[src/rtl/coin_pkg.sv]
// Shared coin values and controller state encoding for the coin credit accumulator.
package coin_pkg;

    localparam int DEF_QUARTER_VAL = 25;
    localparam int DEF_DIME_VAL    = 10;
    localparam int DEF_NICKEL_VAL  = 5;

    typedef enum logic {
        IDLE   = 1'b0,
        CHANGE = 1'b1
    } state_t;

endpackage

[src/rtl/coin_edge_detect.sv]
// Rising-edge detector for a sensor level; history resets high so a level held
// through reset release is not seen as an edge.
module coin_edge_detect (
    input  logic clk,
    input  logic i_rst,
    input  logic i_level,
    output logic o_edge
);

    logic r_prev;

    always_ff @(posedge clk) begin
        if (i_rst) r_prev <= 1'b1;
        else       r_prev <= i_level;
    end

    assign o_edge = i_level & ~r_prev;

endmodule

[src/rtl/coin_credit_accumulator.sv]
// Coin credit accumulator: edge-detected coin entry with saturation, vend/refund
// handling and greedy one-coin-per-cycle change dispensing.
module coin_credit_accumulator
    import coin_pkg::*;
#(
    parameter int COUNT_W     = 10,
    parameter int QUARTER_VAL = DEF_QUARTER_VAL,
    parameter int DIME_VAL    = DEF_DIME_VAL,
    parameter int NICKEL_VAL  = DEF_NICKEL_VAL,
    parameter int PRICE       = 65,
    parameter int MAX_CREDIT  = 255
) (
    input  logic               clk,
    input  logic               resetCount,
    input  logic               inQuarter,
    input  logic               inDime,
    input  logic               inNickel,
    input  logic               inVend,
    input  logic               inRefund,
    output logic [COUNT_W-1:0] outCount,
    output logic               outVendOk,
    output logic               outVendDeny,
    output logic               outCoinReject,
    output logic               outChangeQuarter,
    output logic               outChangeDime,
    output logic               outChangeNickel,
    output logic               outBusy
);

    localparam logic [COUNT_W-1:0] LP_QV    = COUNT_W'(QUARTER_VAL);
    localparam logic [COUNT_W-1:0] LP_DV    = COUNT_W'(DIME_VAL);
    localparam logic [COUNT_W-1:0] LP_NV    = COUNT_W'(NICKEL_VAL);
    localparam logic [COUNT_W-1:0] LP_PRICE = COUNT_W'(PRICE);
    localparam logic [COUNT_W:0]   LP_MAX   = (COUNT_W+1)'(MAX_CREDIT);

    logic w_edge_q, w_edge_d, w_edge_n, w_edge_v, w_edge_r;

    coin_edge_detect u_ed_q (.clk(clk), .i_rst(resetCount), .i_level(inQuarter), .o_edge(w_edge_q));
    coin_edge_detect u_ed_d (.clk(clk), .i_rst(resetCount), .i_level(inDime),    .o_edge(w_edge_d));
    coin_edge_detect u_ed_n (.clk(clk), .i_rst(resetCount), .i_level(inNickel),  .o_edge(w_edge_n));
    coin_edge_detect u_ed_v (.clk(clk), .i_rst(resetCount), .i_level(inVend),    .o_edge(w_edge_v));
    coin_edge_detect u_ed_r (.clk(clk), .i_rst(resetCount), .i_level(inRefund),  .o_edge(w_edge_r));

    state_t             r_state;
    logic [COUNT_W-1:0] r_credit;
    logic               r_vend_ok, r_vend_deny, r_coin_reject;
    logic               r_chg_q, r_chg_d, r_chg_n;

    logic [COUNT_W:0]   w_sum;
    logic [COUNT_W:0]   w_credit_sum;
    logic               w_any_coin;
    logic               w_act_refund;
    logic               w_act_vend;
    logic [COUNT_W-1:0] w_change_coin;
    logic [COUNT_W-1:0] w_change_left;
    logic [COUNT_W-1:0] w_vend_left;

    assign w_any_coin   = w_edge_q | w_edge_d | w_edge_n;
    assign w_sum        = (w_edge_q ? {1'b0, LP_QV} : '0)
                        + (w_edge_d ? {1'b0, LP_DV} : '0)
                        + (w_edge_n ? {1'b0, LP_NV} : '0);
    assign w_credit_sum = {1'b0, r_credit} + w_sum;

    // A refund with no credit is a no-op and does not block coins; it still
    // masks a simultaneous vend.
    assign w_act_refund = w_edge_r && (r_credit != '0);
    assign w_act_vend   = !w_edge_r && w_edge_v;

    assign w_change_coin = (r_credit >= LP_QV) ? LP_QV :
                           (r_credit >= LP_DV) ? LP_DV : LP_NV;
    assign w_change_left = r_credit - w_change_coin;
    assign w_vend_left   = r_credit - LP_PRICE;

    always_ff @(posedge clk) begin
        if (resetCount) begin
            r_state       <= IDLE;
            r_credit      <= '0;
            r_vend_ok     <= 1'b0;
            r_vend_deny   <= 1'b0;
            r_coin_reject <= 1'b0;
            r_chg_q       <= 1'b0;
            r_chg_d       <= 1'b0;
            r_chg_n       <= 1'b0;
        end else begin
            r_vend_ok     <= 1'b0;
            r_vend_deny   <= 1'b0;
            r_coin_reject <= 1'b0;
            r_chg_q       <= 1'b0;
            r_chg_d       <= 1'b0;
            r_chg_n       <= 1'b0;
            case (r_state)
                IDLE: begin
                    if (w_act_refund) begin
                        r_state       <= CHANGE;
                        r_coin_reject <= w_any_coin;
                    end else if (w_act_vend) begin
                        r_coin_reject <= w_any_coin;
                        if (r_credit >= LP_PRICE) begin
                            r_vend_ok <= 1'b1;
                            r_credit  <= w_vend_left;
                            if (w_vend_left != '0) r_state <= CHANGE;
                        end else begin
                            r_vend_deny <= 1'b1;
                        end
                    end else if (w_any_coin) begin
                        if (w_credit_sum > LP_MAX) r_coin_reject <= 1'b1;
                        else                       r_credit <= w_credit_sum[COUNT_W-1:0];
                    end
                end
                CHANGE: begin
                    r_coin_reject <= w_any_coin;
                    r_credit      <= w_change_left;
                    r_chg_q       <= (w_change_coin == LP_QV);
                    r_chg_d       <= (w_change_coin == LP_DV);
                    r_chg_n       <= (w_change_coin == LP_NV);
                    if (w_change_left == '0) r_state <= IDLE;
                end
                default: r_state <= IDLE;
            endcase
        end
    end

    assign outCount         = r_credit;
    assign outVendOk        = r_vend_ok;
    assign outVendDeny      = r_vend_deny;
    assign outCoinReject    = r_coin_reject;
    assign outChangeQuarter = r_chg_q;
    assign outChangeDime    = r_chg_d;
    assign outChangeNickel  = r_chg_n;
    assign outBusy          = (r_state == CHANGE);

endmodule

[config.mk]
export PLATFORM = sky130hd
export DESIGN_NAME = coin_credit_accumulator
export DESIGN_NICKNAME = d
export VERILOG_FILES = /design/src/rtl/coin_pkg.sv /design/src/rtl/coin_edge_detect.sv /design/src/rtl/coin_credit_accumulator.sv
export SDC_FILE = /design/constraint.sdc
export NUM_CORES = 1
export LEC_CHECK = 0
export BUFFER_PORTS_ARGS = -buffer_cell sky130_fd_sc_hd__buf_2
export CORE_UTILIZATION = 40
export CTS_CLUSTER_DIAMETER = 40
export DETAILED_ROUTE_END_ITERATION = 8
export PLACE_DENSITY = 0.55
export SETUP_SLACK_MARGIN = 0.15
export SYNTH_ARGS = -nofsm -noshare
export SYNTH_HDL_FRONTEND = slang
export SYNTH_HIERARCHICAL = 1
export SYNTH_SLANG_ARGS = --single-unit
[constraint.sdc]
create_clock -name clk -period 3.65 [get_ports clk]
set_input_delay 0 -clock clk [delete_from_list [all_inputs] [get_ports clk]]
set_output_delay 0 -clock clk [all_outputs]
set_load 0.1 [all_outputs]
---- Yosys cells after proc, flatten, opt, wreduce, memory -nomap -nowiden ----
Index checks and enable logic that the tools add are counted.
storage, ports and cells
  ROM bits ................................ 0
  output and inout port bits .............. 17
  register bits ........................... 22
  memories ................................ 0
  bits in latches ......................... 0
  RAM bits ................................ 0
  input port bits ......................... 7
operators by class
  bitwise gates (word level) .............. 14
  mux-type cells .......................... 24
  shift operators ......................... 0
  multipliers ............................. 0
  reduce and logical (&&, ||, !) cells .... 9
  equality and inequality tests ........... 7
  div/mod/pow operators ................... 0
  add/sub/neg operators ................... 5
  order comparisons ....................... 4
operators by type and width
  kind                   count
  $mux 10                5
  $pmux 10 s2            1
  $reduce_bool 10->1     2
  $add 10x7->11          1
  $gt 11x8->1 const B    1
  $mux 1                 11
  $ge 10x4->1 const B    1
  $ge 10x5->1 const B    1
  $ge 10x7->1 const B    1
  $logic_not 10->1       1
  $mux 5                 2
  $sub 10x5->10          1
  $sub 10x7->10 const B  1
  $ne 3x3->1 const B     3
  $mux 4                 2
  $add 6x3->7            1
  $not 1->1              7
  $add 5x4->6            1
  $and 1x1->1            5
  $eq 5x3->1 const B     1
  $eq 5x4->1 const B     1
  $eq 5x5->1 const B     1
  $pmux 1 s2             2
  $reduce_and 4->1       1
  7 further kinds        9

---- Depth between registers and ports, before layout ----
  depth after elaboration ................. 12
  depth in mapped cells ................... 15
  mapped depth without buffers ............ 15

---- Modules after synthesis ----
The synthesis kept the hierarchy.
modules (own cells, without submodules)
  module                   seq. area each (sq um)  cells an instance  area an instance (sq um)  times used
  coin_credit_accumulator  340.3                   253                2019.4                    1
  coin_edge_detect         20.0                    3                  32.5                      5

---- Worst setup path after synthesis ----
No wires, ideal clock.
  path type ............................... register -> register
  start ................................... reg r_credit[0], in the netlist outCount[0]
  end ..................................... reg r_state, in the netlist outBusy
  stages on the path, launching flop included .. 16
  library setup time ...................... 0.133 ns
  arrival time ............................ 3.810 ns
  path buffers ............................ 0
  path slack .............................. -0.293 ns
  path through ............................ dfxtp_1 inv_1 ha_1 inv_1 o21ai_0 a211o_1 nand2_1 ha_1 inv_1 fa_1 a211oi_1 o21ai_1 xnor2_1 a211o_1 o31ai_1 a211oi_1
on the way
  cells in the longest elaborated chain, start to end .. 7
  elaborated cells between the ends (all ways) .. 17
ends and longest elaborated chain
  item                                          RTL line                                                       RTL
  start: declaration                            coin_credit_accumulator.sv:45                                  logic [COUNT_W-1:0] r_credit;
  start signal: assignment                      coin_credit_accumulator.sv:100                                 r_credit <= w_vend_left;
  start signal: assignment                      coin_credit_accumulator.sv:107                                 else r_credit <= w_credit_sum[COUNT_W-1:0];
  start signal: assignment                      coin_credit_accumulator.sv:112                                 r_credit <= w_change_left;
  $ge 10x4->1 or $sub 10x7->10 (tied branches)  coin_credit_accumulator.sv:70, coin_credit_accumulator.sv:72
  $mux 4 or $reduce_bool 10->1 (tied branches)  coin_credit_accumulator.sv:70, coin_credit_accumulator.sv:101
  $mux 5 or $mux 1 (tied branches)              coin_credit_accumulator.sv:69, coin_credit_accumulator.sv:101
  $sub 10x5->10 or $mux 1 (tied branches)       coin_credit_accumulator.sv:71, coin_credit_accumulator.sv:98
  $logic_not 10->1 or $mux 1 (tied branches)    coin_credit_accumulator.sv:116, coin_credit_accumulator.sv:96
  $mux 1 (on tied branches)                     coin_credit_accumulator.sv:116, coin_credit_accumulator.sv:93
  $pmux 1 s2 *                                  coin_credit_accumulator.sv:91                                  case (r_state)
  end signal: assignment                        coin_credit_accumulator.sv:94                                  r_state <= CHANGE;
  end signal: assignment                        coin_credit_accumulator.sv:116                                 if (w_change_left == '0) r_state <= IDLE;
  end signal: assignment                        coin_credit_accumulator.sv:118                                 default: r_state <= IDLE;
  end: declaration                              coin_credit_accumulator.sv:44                                  state_t r_state;
Mark *: on every way between the ends. The rest lies on a longest branch, timed or not.
A chain may end at the register's enable or synchronous reset.

---- Final worst setup path ----
Ends and elaborated chain as after synthesis.

==> results.py <==
metrics = {
    "yosys": {
        "ys_top_cells_by_area": "dfxtp_1, ha_1, a21oi_1, nor2_1, fa_1",
        "synth_top_area_share_pct": 20.2,
        "synth-edff-count": 0,
        "avgSynthCellArea_um2": 8.14,
        "synthesis.nets": 297,
        "yosysUniqueCellTypes": 60,
        "synth-seq-area-share_pct": 20.2,
        "synth_warnings": 6,
        "synth_area_um2": 2180,
        "yosysTopAreaCell": "dfxtp_1",
        "ys_seq_elements": 22,
        "synthFlopType": "dfxtp_1",
        "ys_async_sr_fraction_pct": 0,
        "synthCells": 268,
    },
    "place": {
        "globalplace.congestion": 0.850,
        "dp_hpwl_mm": 4.41,
        "port_buffers": 23,
        "dpl-instance-area_um2": 2400,
    },
    "clock_tree": {
        "cts_buffers": 3,
        "clk_pin_slew_ns": 0.10,
        "insertion_delay_ns": 0.28,
        "cts_tree": "yes",
        "ctsHtreeMaxLevel": 1,
        "clockBufferDepth": 2,
        "root_buffer": "clkbuf_8",
        "cts_sinks": 22,
    },
    "die": {
        "rows": 26,
        "fp.dieH_um": 75.9,
        "die_w_um": 75.9,
        "start_util_pct": 42.2,
        "core_area_um2": 5170,
        "die-area_um2": 5750,
        "ios": 24,
    },
    "timing": {
        "final.setup.tns_ns": 0,
        "final_max_slew_viol_count": 0,
        "worstMarginPinSlew_ns": 0.947,
        "finalCritPeriodShare_pct": 89.0,
        "finalHoldViolCount": 0,
        "timing.fmax_mhz": 308,
        "max-slew-margin-rel_pct": 36.8,
        "rsz0062_at_grt": "false",
        "skew_ns": 0.00695,
        "min_period_ns": 3.25,
        "setup_violations": 0,
    },
    "min_path": {
        "hold_class": "in -> reg",
    },
    "worst_setup_path": {
        "crit_slowest_cell": "dfxtp_4",
        "crit_chain": "inv_1, ha_1, inv_1, o21ai_0, a211o_1, nand2_1, ha_1, inv_1, fa_1, a211oi_2, o21ai_1, xnor2_1, a211o_1, o31ai_1, a211oi_1",
        "setup.worst_path.start_class": "flip-flop",
        "max_stage_delay_ns": 0.45,
        "cpMostUsedCell": "inv_1",
        "cp_top_family": "compound AO/OA/AOI/OAI gates",
        "crit_fanout": 10,
        "crit_type": "reg -> reg",
        "cp.required_ns": 3.79,
        "cp.arrival_ns": 3.39,
        "path_buf_inv": 3,
        "critPathCaptureType": "flip-flop",
    },
    "detailed_routing": {
        "vias": 2040,
        "via_per_inst": 5.59,
        "ant_nets": 0,
        "detail_route.wl_per_cell_um": 16.1,
        "postRouteWirelength_mm": 5.87,
        "dr.pass1.iters": 5,
        "drc_errors": 0,
        "drt_iter0_drc": 149,
    },
    "grt": {
        "grt_pass1_wl_mm": 9.96,
        "grt_overflow_total": 0,
        "first_global_vias": 1968,
        "antenna_found_initial": 0,
        "track_usage_pct": 23.3,
        "grt_max_degree": 30,
    },
    "layout": {
        "drive_gt1_share_pct": 19.7,
        "post-route-cell-area_um2": 2530,
        "finalNetCount": 325,
        "antenna_cells": 0,
        "fillers": 506,
        "syn2layout_area_growth_pct": 15.8,
        "largest_reg_flops": 10,
    },
    "status": {
        "status": "complete, no violations",
    },
    "job": {
        "max-cap-violations": 0,
    },
}
worst reg2reg max path, cell delays in order, from the launching register on:
cell and delay (ns):
dfxtp_4 0.45, inv_1 0.12, ha_1 0.21, inv_1 0.05, o21ai_0 0.07, a211o_1 0.36, nand2_1 0.18, ha_1 0.19
inv_1 0.05, fa_1 0.42, a211oi_2 0.30, o21ai_1 0.15, xnor2_1 0.15, a211o_1 0.26, o31ai_1 0.06, a211oi_1 0.10
per-stage QoR:
stage                     cells  worst slack [ns]  utilization [%]  hold slack (ns)
after floorplan             268             0.160                -           0.0971
after detailed placement    356             0.223             46.3            0.194
after CTS                   365             0.189             48.7            0.263
after global routing        365             0.146             48.9            0.286
after global placement      356             0.214             46.3            0.192
final                       365             0.402             48.9            0.267
Yosys cell counts (all sizes together) (5+ instances only):
library cell and instances:
a211o 5, a211oi 11, a21o 5, a21oi 19
buf 7, clkbuf 9, dfxtp 22, ha 18
inv 15, nand2 10, nand2b 9, nand3 5
nor2 24, nor2b 10, nor3 15, nor4 5
o21ai 8, or2 8, xnor2 5, xor2 6
routing by layer:
metal  vias up  GRT usage [%]  share of wire (%)
li1       1030              -                  -
met1       938           32.1                 46
met2        65           38.3                 46
met3         7           2.78                6.5
met4         0           6.17                1.0
met5         -              0                  0
layout by cell type, fill, tap and decap left out, types with 4 or more instances in the layout:
master,instances
dlygate4sd3_1,5
o21ai_0,6
nor2b_1,9
xnor2_1,5
dfxtp_1,18
buf_4,11
a211oi_1,9
a21o_1,5
nor4_1,4
buf_2,23
fa_1,4
mux2i_1,4
nor2_1,24
nand3_1,5
nor3_1,14
inv_1,15
ha_1,18
nand2_1,10
nand2b_1,9
xor2_1,6
a21oi_1,18
a211o_1,5
or2_1,6
logic make-up after synthesis:
kind of cell	Yosys count	synth area share, %
xor gates and xnor gates	11	4.42
adders and majority gates	22	14.0
muxes	7	3.90
and+or+nand+nor	100	25.3
AOI/OAI and AO/OA	75	26.1
buffers and inverters	31	6.08
DFF	22	20.2
cell type report:
class                   instances  area [µm²]  share of cell area [%]
inverters                      15        56.3                    2.23
flip-flops and latches         22         448                    17.7
clock buffers                   3        41.3                    1.63
clock inverters                 1        30.0                    1.19
multi-input cells             215        1620                    64.0
repair buffers                 39         248                    9.80
well taps                      70        87.6                    3.47
worst paths after layout:
kind,startpoint,endpoint,slack [ns],cells past startpoint
max,outCount[0],outBusy,0.40,15
min,resetCount,outCount[7],0.27,2
max reg2reg,outCount[0],outBusy,0.40,15
min reg2reg,outCount[7],outVendDeny,0.57,3
timing repair:
action | 4_1_cts | 5_1_grt
endpoints found under the setup margin | 0 | 7
endpoints found under the hold margin | 5 | 0
buffers inserted | 0 | 0
gates resized for setup | 0 | 3
hold buffers | 5 | 0
Power is left out: the tool's default activity adds up to more than one toggle a clock period on the data nets, which glitch-free logic cannot reach.
